<file path="config.mk">
export PLATFORM = sky130hd
export DESIGN_NAME = call_stack_sequencer
export DESIGN_NICKNAME = d
export VERILOG_FILES = /design/src/rtl/seq_pkg.sv /design/src/rtl/seq_return_stack.sv /design/src/rtl/call_stack_sequencer.sv
export SDC_FILE = /design/constraint.sdc
export NUM_CORES = 1
export LEC_CHECK = 0
export BUFFER_PORTS_ARGS = -buffer_cell sky130_fd_sc_hd__buf_4
export CAP_MARGIN = 20
export CORE_ASPECT_RATIO = 2
export CORE_MARGIN = 8
export CORE_UTILIZATION = 41
export CTS_BUF_LIST = sky130_fd_sc_hd__clkbuf_8
export CTS_CLUSTER_SIZE = 14
export DETAILED_ROUTE_END_ITERATION = 10
export GPL_ROUTABILITY_DRIVEN = 0
export PLACE_DENSITY = 0.69
export SLEW_MARGIN = 20
export SYNTH_ARGS = -nofsm -noshare
export SYNTH_HDL_FRONTEND = slang
export SYNTH_SLANG_ARGS = --single-unit
</file>
<file path="constraint.sdc">
create_clock -name clk -period 2.5 [get_ports clk]
set_clock_uncertainty 0.15 [all_clocks]
set_input_delay 0.375 -clock clk [delete_from_list [all_inputs] [get_ports clk]]
set_output_delay 0.375 -clock clk [all_outputs]
set_load 0.02 [all_outputs]
</file>
<file path="src/rtl/seq_pkg.sv">
// Package for the call/return program sequencer.
// Holds the next-pc source selector enum and the jump-target formation helper.
// Optional feature macro used by the sequencer: SEQ_IRQ_EN.
package seq_pkg;

  typedef enum logic [2:0] {
    NPC_RESET,
    NPC_HOLD,
    NPC_RET,
    NPC_TGT,
    NPC_INC,
    NPC_IRQ
  } npc_sel_t;

  // The jump target is the page number placed in the upper TGT_W bits of the
  // address, with the low (addr_w - tgt_w) bits zero. Callers truncate to ADDR_W.
  function automatic logic [31:0] form_target(input logic [31:0] tgt,
                                              input int          tgt_w,
                                              input int          addr_w);
    return tgt << (addr_w - tgt_w);
  endfunction

endpackage

</file>
<file path="src/rtl/seq_return_stack.sv">
// Parameterised LIFO return-address stack.
// Ports:
//   clk   - system clock, rising edge
//   rst   - synchronous active-high reset (clears occupancy only)
//   push  - write din at entry[sp], sp+1 (ignored when full)
//   pop   - sp-1 (ignored when empty)
//   din   - address to push
//   top   - entry[sp-1], or 0 when empty
//   sp    - current occupancy, 0..DEPTH
//   full  - sp == DEPTH
//   empty - sp == 0
// Overflow/underflow are recorded by the parent; this block just refuses the
// operation.
module seq_return_stack
  import seq_pkg::*;
#(
  parameter int DEPTH  = 4,
  parameter int DATA_W = 8,
  parameter int SP_W   = $clog2(DEPTH + 1)
) (
  input  logic              clk,
  input  logic              rst,
  input  logic              push,
  input  logic              pop,
  input  logic [DATA_W-1:0] din,
  output logic [DATA_W-1:0] top,
  output logic [SP_W-1:0]   sp,
  output logic              full,
  output logic              empty
);

  localparam int IDX_W = (DEPTH > 1) ? $clog2(DEPTH) : 1;

  logic [DATA_W-1:0] mem [DEPTH];
  logic [IDX_W-1:0]  wr_idx;
  logic [IDX_W-1:0]  top_idx;

  assign full    = (sp == SP_W'(DEPTH));
  assign empty   = (sp == '0);
  // Indices are only used when in range: writes only when not full, reads
  // only when not empty.
  assign wr_idx  = IDX_W'(sp);
  assign top_idx = IDX_W'(sp - SP_W'(1));
  assign top     = empty ? '0 : mem[top_idx];

  always_ff @(posedge clk) begin
    if (rst) begin
      sp <= '0;
    end else if (push && !full) begin
      sp <= sp + SP_W'(1);
    end else if (pop && !empty) begin
      sp <= sp - SP_W'(1);
    end
  end

  // Storage is not reset; contents above sp are don't-care.
  always_ff @(posedge clk) begin
    if (push && !full) begin
      mem[wr_idx] <= din;
    end
  end

endmodule

</file>
<file path="src/rtl/call_stack_sequencer.sv">
// Program sequencer for the nibble-ISA processor with return-address stack.
// Selects the next fetch address (combinational pm_address) from reset vector,
// hold, stack return, jump/call target or increment, and registers it as pc.
// Ports:
//   clk, sync_reset                  - clock and synchronous active-high reset
//   stall                            - freeze fetch, ignore all control
//   jump, conditional_jump, call, ret- control flow requests
//   dont_jump_flag                   - suppresses conditional_jump when 1
//   jump_addr [TGT_W]                - target page
//   pm_address [ADDR_W]              - next fetch address (combinational)
//   pc [ADDR_W]                      - current fetch address
//   from_PS [ADDR_W]                 - top of stack, 0 when empty
//   sp                               - stack occupancy
//   stack_overflow, stack_underflow  - sticky fault flags, cleared by reset
//   irq_req / irq_ack                - level interrupt request / take pulse
// Optional feature macro: SEQ_IRQ_EN (adds irq_req/irq_ack and IRQ entry).
module call_stack_sequencer
  import seq_pkg::*;
#(
  parameter int          ADDR_W      = 8,
  parameter int          TGT_W       = 4,
  parameter int          STACK_DEPTH = 4,
  parameter int unsigned RESET_VEC   = 0,
  parameter int unsigned IRQ_VEC     = 8'hF0,
  parameter int          SP_W        = $clog2(STACK_DEPTH + 1)
) (
  input  logic              clk,
  input  logic              sync_reset,
  input  logic              stall,
  input  logic              jump,
  input  logic              conditional_jump,
  input  logic              dont_jump_flag,
  input  logic              call,
  input  logic              ret,
  input  logic [TGT_W-1:0]  jump_addr,
  output logic [ADDR_W-1:0] pm_address,
  output logic [ADDR_W-1:0] pc,
  output logic [ADDR_W-1:0] from_PS,
  output logic [SP_W-1:0]   sp,
  output logic              stack_overflow,
  output logic              stack_underflow
`ifdef SEQ_IRQ_EN
  ,
  input  logic              irq_req,
  output logic              irq_ack
`endif
);

  if (TGT_W > ADDR_W) begin : g_bad_tgt_w
    $error("TGT_W must not exceed ADDR_W");
  end
  if (STACK_DEPTH < 1) begin : g_bad_depth
    $error("STACK_DEPTH must be at least 1");
  end
  if ((ADDR_W < 32) && (IRQ_VEC >= (32'd1 << ADDR_W))) begin : g_bad_irq_vec
    $error("IRQ_VEC does not fit in ADDR_W");
  end

  npc_sel_t          sel;
  logic [ADDR_W-1:0] pc_inc;
  logic [ADDR_W-1:0] target;
  logic [ADDR_W-1:0] top;
  logic              full;
  logic              empty;
  logic              push_req;
  logic              pop_req;

  assign pc_inc = pc + ADDR_W'(1);
  assign target = ADDR_W'(form_target(32'(jump_addr), TGT_W, ADDR_W));

`ifdef SEQ_IRQ_EN
  logic in_isr;
  logic irq_take;

  // Any pending control flow defers the interrupt; no nesting.
  assign irq_take = irq_req && !in_isr && !stall && !sync_reset &&
                    !(jump || call || ret || conditional_jump);
`endif

  always_comb begin
    sel = NPC_INC;
    if (sync_reset) begin
      sel = NPC_RESET;
    end else if (stall) begin
      sel = NPC_HOLD;
`ifdef SEQ_IRQ_EN
    end else if (irq_take) begin
      sel = NPC_IRQ;
`endif
    end else if (ret) begin
      sel = NPC_RET;
    end else if (call || jump) begin
      sel = NPC_TGT;
    end else if (conditional_jump && !dont_jump_flag) begin
      sel = NPC_TGT;
    end
  end

  always_comb begin
    pm_address = pc_inc;
    case (sel)
      NPC_RESET: pm_address = ADDR_W'(RESET_VEC);
      NPC_HOLD:  pm_address = pc;
      // A return with nothing on the stack falls through to the next word.
      NPC_RET:   pm_address = empty ? pc_inc : top;
      NPC_TGT:   pm_address = target;
      NPC_IRQ:   pm_address = ADDR_W'(IRQ_VEC);
      default:   pm_address = pc_inc;
    endcase
  end

  // call shares NPC_TGT with jump/conditional_jump; only call pushes.
`ifdef SEQ_IRQ_EN
  assign push_req = ((sel == NPC_TGT) && call) || (sel == NPC_IRQ);
`else
  assign push_req = (sel == NPC_TGT) && call;
`endif
  assign pop_req  = (sel == NPC_RET);

  seq_return_stack #(
    .DEPTH  (STACK_DEPTH),
    .DATA_W (ADDR_W),
    .SP_W   (SP_W)
  ) u_stack (
    .clk   (clk),
    .rst   (sync_reset),
    .push  (push_req),
    .pop   (pop_req),
    .din   (pc_inc),
    .top   (top),
    .sp    (sp),
    .full  (full),
    .empty (empty)
  );

  assign from_PS = top;

  // pc follows pm_address unconditionally, so reset lands on RESET_VEC.
  always_ff @(posedge clk) begin
    pc <= pm_address;
  end

  always_ff @(posedge clk) begin
    if (sync_reset) begin
      stack_overflow  <= 1'b0;
      stack_underflow <= 1'b0;
    end else begin
      if (push_req && full) begin
        stack_overflow <= 1'b1;
      end
      if (pop_req && empty) begin
        stack_underflow <= 1'b1;
      end
    end
  end

`ifdef SEQ_IRQ_EN
  always_ff @(posedge clk) begin
    if (sync_reset) begin
      in_isr  <= 1'b0;
      irq_ack <= 1'b0;
    end else begin
      irq_ack <= (sel == NPC_IRQ);
      if (sel == NPC_IRQ) begin
        in_isr <= 1'b1;
      end else if (sel == NPC_RET) begin
        in_isr <= 1'b0;
      end
    end
  end
`endif

endmodule

</file>
[Word level (Yosys, flattened, before mapping)]
Memories as Yosys holds them, arrays and structs flattened.
Index checks and enable logic that the tools add are counted.
Operators by class
  $add $sub $neg: 3
  multipliers: 0
  div/mod/pow operators: 0
  $lt $le $gt $ge: 0
  eq/ne operators: 5
  shift-type cells: 0
  muxes and demuxes: 12
  bitwise logic cells: 0
  reductions and logical operators: 13
Operators with widths (number)
  one-hot mux 8 bit (5 select lines): 1
  two-way mux 3 bit: 7
  two-way mux 8 bit: 2
  adder 8 x 1 -> 8 bit (second input constant): 1
  == test 3 x 2 -> 1 bit (second input constant): 2
  == test 3 bit (second input constant): 2
  logical AND 1 bit: 6
  logical NOT 3 bit: 2
  adder 3 x 1 -> 3 bit (second input constant): 1
  == test 3 x 1 -> 1 bit (second input constant): 1
  logical NOT 1 bit: 3
  subtractor 3 x 1 -> 3 bit (second input constant): 1
  two-way mux 1 bit: 2
  nonzero test 2 bit: 1
  logical OR 1 bit: 1
Word-level totals
  bits in registers: 13
  bits in latches: 0
  RAM bits: 32
  memory bits (read-only): 0
  bits of input ports: 12
  output and inout port bits: 29
  logic and storage cells: 38
  memories kept: 1
Memories
  u_stack.mem: depth 4, width 8, read ports 1, clocked after Yosys merged registers in 0, write ports 1, line seq_return_stack.sv:34  | logic [DATA_W-1:0] mem [DEPTH];

[Logic depth before layout (Yosys ltp)]
Gate-level depths: netlist (run 1).
  depth after elaboration: 12
  gate-level depth with buffers: 8
  gate-level depth less buffers: 6

[Cells and area by module]
Synthesis (run 1) repeated with hierarchy kept, for this count alone.
Second synthesis, totals
  cells, all modules: 163
  area, all modules: 2160.8 sq um
Modules (own cells, without submodules)
  seq_return_stack: instances 1, cells each 83, area an instance 1497.7 sq um, seq. area each 1021.0 sq um
  call_stack_sequencer: instances 1, cells each 80, area an instance 663.1 sq um, seq. area each 200.2 sq um

[Least setup slack after synthesis (run 1)]
Ideal clock, no wire load.
  kind: register to output
  start point: register u_stack.sp[0]
  end point: output port pm_address[5]
  arrival: 2455 ps
  data required time: 1975 ps
  setup slack: -480 ps
  cell stages (with the launch flop): 8
  path buffers: 2
  cell sequence: dfxtp_1 buf_2 inv_1 ha_1 clkbuf_1 mux4_2 and2_1 a221o_1
On the way
  word-level cells in the longest chain between the ends: 5
  elaborated cells between the ends (all ways): 6
  classes of those cells: add/sub (1); mux (3); reduce/logical (1); memory (1)
Ends and longest elaborated chain
  from (decl): line seq_return_stack.sv:27  | output logic [SP_W-1:0] sp,
  from (signal assigned): line seq_return_stack.sv:50  | sp <= sp + SP_W'(1);
  from (signal assigned): line seq_return_stack.sv:52  | sp <= sp - SP_W'(1);
  subtractor 3 x 1 -> 3 bit: line seq_return_stack.sv:43  | assign top_idx = IDX_W'(sp - SP_W'(1));
  memory read (4 x 8 bit)
  two-way mux 8 bit: line seq_return_stack.sv:44  | assign top = empty ? '0 : mem[top_idx];
  two-way mux 8 bit *: line call_stack_sequencer.sv:105  | NPC_RET: pm_address = empty ? pc_inc : top;
  one-hot mux 8 bit (5 select lines) *: line call_stack_sequencer.sv:101  | case (sel)
  to (decl): line call_stack_sequencer.sv:36  | output logic [ADDR_W-1:0] pm_address,
Every way passes the cells marked *; elsewhere a longest branch is shown, timed or not.

[Worst setup path in the final report (run 1)]
  start point: register u_stack.sp[0]
  end point: output port pm_address[0]
The elaborated chain is that of the path after synthesis.

==> results.ini, run 1 <==
[run_status]
status=finished, violations left
violations=negative setup slack

[floorplanning]
pin_count=41
dieHeight_um=116
core_area_um2=4860
start_util_pct=42.5
die_w_um=66.2
die-area_um2=7700
rows=36

[timing]
worst_pin_slew_ns=0.551
clock.fmax_mhz=390
post-route-min-period_ns=2.56
finalCritPeriodShare_pct=103
timing.hold.ws_ns=0.165
rsz0062_at_grt=true
slew_viol_final=0
relSlewSlack_pct=63.2
setup_viol=4
setup_ws_ns=-0.0642
finalHoldViolCount=0

[grt]
grt_pass1_wl_um=8900
grt_pass1_vias=1661
grt_max_degree=15
grt_usage_pct=15.7
antenna_found_initial=0
overflow=0

[placed_design]
io_buffer_count=40
dpl.hpwl_um=4180
dp.cells=248
dpl_cell_area_um2=2500

[pwr]
p_comb_share_pct=15.3
p_seq_share_pct=47.3
p_per_area_nw_per_um2=625
power.leakage_nw=1.15
finalPower_mw=1.76
p_sw_share_pct=23.8
switching_power_mw=0.417
peakVddDrop_mv=0.630
p_int_mw=1.34
clock_power_share_pct=37.5

[synthesis]
syn_nets=163
synth_commonest_cells=32 x edfxtp_1, 13 x dfxtp_1, 11 x and2_1
synth_top_area_share_pct=46.5
yosysMostFrequentCell=edfxtp_1
synth_area_um2=2070
synth_cell_types=40
ys_warn_count=0
synth-seq-cells=45
synth-edff-count=32
synth_area_leader_cell=edfxtp_1
syn_inst=145
synth_ff_type=edfxtp_1
synthArstFlopShare_pct=0
post_synth.cell_area_avg_um2=14.2
yosysSeqAreaShare_pct=59.1
yosys-top-cells-area=edfxtp_1 47%, dfxtp_1 13%, mux4_2 7.6%

[worst_setup_path]
start_kind=flip-flop
worstPathArrival_ns=2.04
endpoint_kind=primary output
critPathRequiredTime_ns=1.98
path_class=reg -> out
path_max_fanout=5

[clocking]
cts_buffer_depth=2
cts_root_buffer=clkbuf_8
clock_latency_ns=0.31
hold_buffers=0
h-tree-depth=2
clk_pin_slew_ns=0.08
cts-buffers-inserted=5
cts_sinks=45
cts_tree=done

[final_layout]
num_antenna_cells=0
nNetsFinal=224
design_area_um2=2810
drive_gt1_share_pct=47.8
areaGrowthSynthToFinish_pct=36.0
fin_cells=264

[routing]
drtIter0Drc=52
drcViolationCount=0
via_per_inst=5.73
vias=1514
wl_met2_um=3140
ant_nets=0
dr.pass1.iters=4
totalWireLength_um=5650
routed-wl-met3_um=367
wl_met1_um=2010
wl_per_cell_um=21.4
top_layer=met4

[run]
drv_cap=0

[worst_hold_path]
hold_path_class=in -> reg

[power groups by stage]
stage          clock, mW  sequential (mW)  combinational, mW
2_1_floorplan          0            0.856              0.118
3_3_place_gp           0            0.843              0.228
3_5_place_dp           0            0.844              0.233
4_1_cts            0.667            0.828              0.260
5_1_grt            0.699            0.832              0.286
6_report           0.658            0.830              0.268
[timing repair]
action | in CTS | in global routing
endpoints found under the setup margin | 11 | 9
hold endpoints to repair | 0 | 0
gates resized for setup | 18 | 11
buffers inserted | 7 | 1
pin swaps | 4 | 2
[worst paths after layout]
kind / from / to / slack (ns) / depth (start not counted)
worst max-delay path: u_stack.sp[0] / pm_address[0] / -0.06 / 7
worst min-delay path: sync_reset / u_stack.sp[2] / 0.16 / 2
worst max register to register: u_stack.sp[0] / pc[0] / 0.55 / 7
worst min register to register: stack_underflow / stack_underflow / 0.34 / 1
[cells by family (layout without fill, tap and decap cells)]
kind of cell / after synthesis / count (layout) / share of synthesized area (%)
AO/OA/AOI/OAI: 24 / 24 / 11.5
flip-flops: 45 / 45 / 59.1
multiplexers: 9 / 9 / 8.66
adder cells (fa/ha/maj): 6 / 6 / 3.63
buffers and inverters: 13 / 75 / 2.91
AND/OR/NAND/NOR: 42 / 42 / 11.6
XOR/XNOR: 6 / 6 / 2.54
[critical path, cell delays in order (launching register included)]
cell	delay, ns
dfxtp_4	0.38
inv_4	0.04
ha_4	0.29
buf_6	0.11
mux2_4	0.29
o211ai_1	0.27
o221ai_2	0.16
buf_4	0.18
[metal layers]
layer / up-vias / track usage (%)
met4: 0 / 7.03
met3: 9 / 4.90
met5: - / 0
met2: 58 / 28.8
met1: 764 / 15.2
li1: 683 / -
[area by class of cell]
type	count	area, µm²
Fill cell	407	2050
Sequential cell	45	1230
Multi-Input combinational cell	87	858
Timing Repair Buffer	60	489
Tap cell	57	71.3
Clock buffer	5	68.8
Clock inverter	3	65.1
Inverter	7	31.3
[state kept, by name, summed over array words and instances, names as in the netlist]
signal / cells
pc: 8
stack_overflow: 1
stack_underflow: 1
u_stack.mem: 32
u_stack.sp: 3
[cells in the final DEF, fill, tap and decap left out, types with 2 or more instances in the layout]
cell and n:
a221o_1 4, a22oi_1 2, a32o_1 3, a41oi_1 2, and2_1 8, and2_4 3, and3_1 4, buf_4 53
buf_6 5, bufinv_16 2, clkbuf_8 5, dfxtp_1 11, edfxtp_1 32, ha_1 5, inv_1 5, inv_4 2
mux4_2 7, nand2_1 6, nand3_1 6, nor2_1 3, nor2b_1 3, nor3_1 2, xnor2_2 3, xor2_1 2
[stage by stage]
step	TNS, ns	worst slack [ns]	util, %
3_3_place_gp	0	0.144	51.3
5_1_grt	-0.723	-0.163	57.8
4_1_cts	-0.0855	-0.0413	56.6
6_report	-0.138	-0.0642	57.8
3_5_place_dp	0	0.0782	51.3
2_1_floorplan	0	0.0308	-
Note: power is estimated with default switching activity, not from simulation.
==> run 2, diff against run 1 <==
Settings changed: CELL_PAD_IN_SITES_DETAIL_PLACEMENT set to 0, CELL_PAD_IN_SITES_GLOBAL_PLACEMENT set to 1, PLACE_DENSITY 0.69 to 0.81.
==> run 2 against run 1 <==
The flow still finishes with violations (negative setup slack). Non-clock buffer count grew 6. Critical path depth is the same. Register-to-register slack lost 0.05 ns. Die area is the same. Wire length shrank 0.96%. Cell area grew 0.67%. Maximum frequency shrank 1.0%. Global-route usage shrank 1.1 points. Via count shrank 0.59%.
==> results.ini, run 2 (synthesis gave the netlist of run 1 again) <==
[final_layout]
utilization_pct=58.2  ; +0.39 points
regMostFlops=u_stack.mem
final_cell_mix=55 x buf_4, 32 x edfxtp_1, 11 x dfxtp_1
num_antenna_cells=0  ; unchanged
top_regs=u_stack.mem: 32 flops, pc: 8 flops, u_stack.sp: 3 flops
nNetsFinal=230  ; +2.7%
final_common_cell=buf_4
drive_gt1_share_pct=48.4  ; +0.53 points
nFillCells=416  ; +2.2%
largest_register_ffs=32  ; unchanged
areaGrowthSynthToFinish_pct=36.9

[grt]
grt_max_degree=17  ; +2
antenna_found_initial=0  ; unchanged
grt_usage_pct=14.6  ; -1.1 points
overflow=0  ; unchanged
grt_pass1_vias=1608  ; -3.2%
grt_pass1_wl_um=8180  ; -8.1%

[clocking]
h-tree-depth=2  ; unchanged
cts_root_buffer=clkbuf_8
cts-buffers-inserted=5  ; unchanged
cts_buffer_depth=2  ; unchanged
clk_pin_slew_ns=0.09  ; about the same
clock_latency_ns=0.31  ; about the same
cts_tree=done
cts_sinks=45  ; unchanged
hold_buffers=0  ; unchanged

[timing]
finalHoldViolCount=0  ; unchanged
rsz0062_at_grt=true
post-route-min-period_ns=2.59  ; +0.0263 ns
slew_viol_final=0  ; unchanged
clock.fmax_mhz=386  ; -1.0%
worst_pin_slew_ns=0.569  ; +0.0189 ns
relSlewSlack_pct=61.6  ; -1.6 points
setup_ws_ns=-0.0905  ; -0.0263 ns
finalCritPeriodShare_pct=104  ; +1.1 points
setup_viol=10  ; +6

[pwr]
finalPower_mw=1.68  ; -4.2%
peakVddDrop_mv=0.565  ; -10%
power.leakage_nw=1.15  ; -0.57%
p_per_area_nw_per_um2=594  ; -4.9%

[floorplanning]
rows=36  ; unchanged
die_w_um=66.2  ; unchanged
dieHeight_um=116  ; unchanged
core_area_um2=4860  ; unchanged
die-area_um2=7700  ; unchanged
start_util_pct=42.5  ; unchanged
pin_count=41  ; unchanged

[worst_hold_path]
hold_start=sync_reset
hold_path_class=in -> reg

[routing]
totalWireLength_um=5600  ; -0.96%
vias=1505  ; -0.59%
via_per_inst=5.57  ; -2.8%
drtIter0Drc=41  ; -21%
dr.pass1.iters=4  ; unchanged
wl_per_cell_um=20.7  ; -3.2%
ant_nets=0  ; unchanged
drcViolationCount=0  ; unchanged

[worst_setup_path]
endpoint_kind=primary output
start_kind=flip-flop
critPathRequiredTime_ns=1.98  ; about the same
reg2reg_from=u_stack.sp[2]
worstPathArrival_ns=2.07  ; +0.03 ns
path_max_fanout=5  ; unchanged
path_class=reg -> out
critPathLaunch=u_stack.sp[1]

[run_status]
status=finished, violations left
violations=negative setup slack

[placed_design]
dpl.hpwl_um=4180  ; +0.11%
io_buffer_count=40  ; unchanged

[run]
drv_cap=0  ; unchanged

## run 2: cell types whose count changed in the layout (fill, tap and decap cells not counted), moves of 2 or more
| cell | change |
|---|---|
| inv_6 | +2 |
| xnor2_2 | -3 |
| inv_2 | +2 |
| buf_4 | +2 |
| xnor2_1 | +3 |
| buf_6 | +4 |
## run 2: routing by layer
| layer | part of all wire, % | wire [µm] | global-route usage, % |
|---|---|---|---|
| met3 | 4.1 | 229 | 3.07 |
| met5 | 0 | 0 | 0 |
| met1 | 31 | 1720 | 12.2 |
| met2 | 63 | 3500 | 29.6 |
| met4 | 2.6 | 145 | 7.46 |
## run 2: layout make-up
class / count / area [µm²] / share of cell area [%]
clock buffers: 5 / 68.8 / 2.43
well taps: 57 / 71.3 / 2.52
clock inverters: 3 / 47.5 / 1.68
flip-flops and latches: 45 / 1230 / 43.3
multi-input cells: 87 / 837 / 29.6
repair buffers: 66 / 549 / 19.4
inverters: 7 / 28.8 / 1.02
## run 2: worst paths after layout
path                                       end  cells past startpoint  slack [ns]
worst max-delay path             pm_address[5]                      7       -0.09
worst min-delay path             u_stack.sp[2]                      2        0.16
worst max register to register   u_stack.sp[1]                      5        0.50
worst min register to register  stack_overflow                      2        0.33
## run 2: worst max-delay path, stage by stage, from the launching register on
cell	delay, ns
dfxtp_2	0.35
inv_2	0.06
ha_4	0.29
buf_8	0.11
mux4_2	0.33
and2_4	0.18
a221o_1	0.29
buf_6	0.14
## run 2: power breakdown
part           switching [mW]  internal, mW
Clock                   0.267         0.305
Combinational           0.145         0.136
Sequential             0.0147         0.813
## run 2: per-stage QoR
step	instance area, µm²	setup TNS, ns	setup WS, ns	hold WS, ns	std cells
after floorplan	2080	0	0.0308	0.394	145
after global placement	2510	0	0.109	0.316	250
after detailed placement	2510	0	0.0494	0.318	250
after CTS	2770	-0.272	-0.0942	0.154	266
after global routing	2830	-1.15	-0.153	0.169	270
final	2830	-0.429	-0.0905	0.158	270
## run 2: what timing repair did
item	in CTS	in global routing
pin swaps	4	4
buffers inserted	8	4
endpoints found under the hold margin	0	0
setup endpoints to repair	15	9
cloned	0	0
gates resized for setup	22	8
==> run 3, diff against run 2 <==
--- a/config.mk
+++ b/config.mk
@@ -17,4 +17,5 @@
 export DETAILED_ROUTE_END_ITERATION = 10
 export GPL_ROUTABILITY_DRIVEN = 0
+export HOLD_SLACK_MARGIN = 0.15
 export PLACE_DENSITY = 0.81
 export SLEW_MARGIN = 20
--- a/constraint.sdc
+++ b/constraint.sdc
@@ -3,3 +3,3 @@
 set_input_delay 0.375 -clock clk [delete_from_list [all_inputs] [get_ports clk]]
 set_output_delay 0.375 -clock clk [all_outputs]
-set_load 0.02 [all_outputs]
+set_load 0.01 [all_outputs]
==> run 3 against run 2 <==
The flow still finishes with violations (negative setup slack). Critical path depth is the same. Sequential power about the same. First-iteration DRC count is 22% higher. Worst setup slack got worse by 0.0021 ns. Die area unchanged. Global-route usage grew 0.18 points. Clock power is 17% lower. Wire length shrank 2.2%. Via count down 2.9%.
==> results.ini, run 3 (synthesis gave the netlist of run 1 again) <==
[final_layout]
drive_gt1_share_pct=45.7  ; -2.7 points
top_regs=u_stack.mem: 32 flops, pc: 8 flops, u_stack.sp: 3 flops
nFillCells=402  ; -3.4%
final_cell_mix=57 x buf_4, 32 x edfxtp_1, 11 x dfxtp_1
areaGrowthSynthToFinish_pct=31.7
num_antenna_cells=0  ; unchanged
regMostFlops=u_stack.mem
nNetsFinal=225  ; -2.2%
largest_register_ffs=32  ; unchanged
final_common_cell=buf_4

[timing]
tns_ns=-0.201  ; +0.228 ns
finalHoldViolCount=0  ; unchanged
slew_viol_final=0  ; unchanged
worst_pin_slew_ns=0.484  ; -0.0855 ns
rsz0062_at_grt=true
setup_ws_ns=-0.0926  ; -0.00214 ns
finalCritPeriodShare_pct=104  ; about the same
post-route-min-period_ns=2.59  ; +0.00214 ns
relSlewSlack_pct=67.7  ; +6.0 points
timing.hold.ws_ns=0.188  ; +0.0302 ns
clock.fmax_mhz=386  ; about the same
setup_viol=7  ; -3

[worst_setup_path]
endpoint_kind=primary output
path_class=reg -> out
crit_chain=inv_2, ha_4, mux4_2, and2_4, nor2b_4, a221o_1, buf_6
worstPathArrival_ns=2.07  ; about the same
path_max_fanout=6  ; +1
slowest_stage=dfxtp_2
path_delay_family=flip-flops
critPathRequiredTime_ns=1.98  ; about the same
start_kind=flip-flop
cpPeakStageDelay_ns=0.37  ; +0.02 ns
path_buf_inv=2  ; -1

[floorplanning]
pin_count=41  ; unchanged
start_util_pct=42.5  ; unchanged
die_w_um=66.2  ; unchanged
rows=36  ; unchanged
core_area_um2=4860  ; unchanged
die-area_um2=7700  ; unchanged
dieHeight_um=116  ; unchanged

[clocking]
cts_sinks=45  ; unchanged
hold_buffers=0  ; unchanged
clk_pin_slew_ns=0.09  ; about the same
cts_tree=done
cts_root_buffer=clkbuf_8
cts_buffer_depth=2  ; unchanged
clock_latency_ns=0.31  ; about the same
h-tree-depth=2  ; unchanged
cts-buffers-inserted=5  ; unchanged

[routing]
wl_per_cell_um=20.7  ; -0.32%
via_per_inst=5.51  ; -1.1%
ant_nets=0  ; unchanged
dr.pass1.iters=4  ; unchanged
drtIter0Drc=50  ; +22%
vias=1461  ; -2.9%
totalWireLength_um=5480  ; -2.2%
drcViolationCount=0  ; unchanged

[grt]
grt_max_degree=17  ; unchanged
grt_pass1_wl_um=8450  ; +3.2%
grt_pass1_vias=1573  ; -2.2%
antenna_found_initial=0  ; unchanged
overflow=0  ; unchanged
grt_usage_pct=14.8  ; +0.18 points

[placed_design]
place_ws_ns=0.0543  ; +0.00493 ns
io_buffer_count=40  ; unchanged
dpl.hpwl_um=4160  ; -0.58%

[worst_hold_path]
hold_path_class=in -> reg

[run]
drv_cap=0  ; unchanged

[pwr]
switching_power_mw=0.403  ; -5.6%
power.leakage_nw=1.09  ; -4.7%
clock_power_share_pct=30.6  ; -3.4 points
p_per_area_nw_per_um2=567  ; -4.6%
p_sw_share_pct=26.1  ; +0.73 points
p_comb_share_pct=15.7  ; -1.0 points
p_int_mw=1.14  ; -9.1%
peakVddDrop_mv=0.570  ; +0.89%
p_seq_share_pct=53.7  ; +4.4 points

[run_status]
violations=negative setup slack
status=finished, violations left

-- run 3: power by group through the flow --
stage	clock [mW]	sequential (mW)	combinational, mW
2_1_floorplan	0	0.848	0.105
3_3_place_gp	0	0.843	0.216
3_5_place_dp	0	0.844	0.219
4_1_cts	0.476	0.828	0.237
5_1_grt	0.496	0.830	0.261
6_report	0.472	0.828	0.243
-- run 3: layout make-up --
class | instances | area, µm² | share of cell area (%)
flip-flops and latches | 45 | 1220 | 45.0
multi-input cells | 87 | 823 | 30.3
repair buffers | 61 | 482 | 17.7
well taps | 57 | 71.3 | 2.62
clock buffers | 5 | 68.8 | 2.53
inverters | 7 | 26.3 | 0.966
clock inverters | 3 | 25.0 | 0.920
-- run 3: worst register-to-register path, cell delays in order, from the launching register on --
cell and delay [ns]:
dfxtp_2 0.37, inv_2 0.06, ha_4 0.19, nand2b_1 0.14, and3_1 0.32, buf_4 0.20
nor3_2 0.06, a2111oi_2 0.31
-- run 3: worst paths after layout --
check | startpoint | cells past startpoint | slack (ns) | end
setup / recovery | u_stack.sp[0] | 7 | -0.09 | pm_address[2]
hold / removal | sync_reset | 2 | 0.19 | u_stack.sp[2]
setup reg to reg | u_stack.sp[0] | 7 | 0.60 | u_stack.sp[1]
hold reg to reg | stack_underflow | 1 | 0.33 | stack_underflow
-- run 3: metrics by stage --
stage	power [mW]	cells	instance area (µm²)	util [%]
floorplan	0.954	145	2070	-
global placement	1.06	249	2500	51.4
detailed placement	1.06	249	2500	51.4
CTS	1.54	262	2680	55.1
global route	1.59	265	2720	55.9
finish	1.54	265	2720	55.9
-- run 3: timing repair --
action                     CTS  global route
buffers inserted             5             3
gates resized for setup     14             3
setup endpoints to repair   14             9
pin swaps                    4             3
hold endpoints to repair     0             0
-- run 3: per-layer routing --
layer / routed length, µm / up-vias / track usage (%) / part of all wire, %
li1: - / 683 / - / -
met1: 1920 / 729 / 14.3 / 35
met2: 3160 / 38 / 26.8 / 58
met3: 207 / 11 / 3.75 / 3.8
met4: 188 / 0 / 8.46 / 3.4
met5: 0 / - / 0 / 0
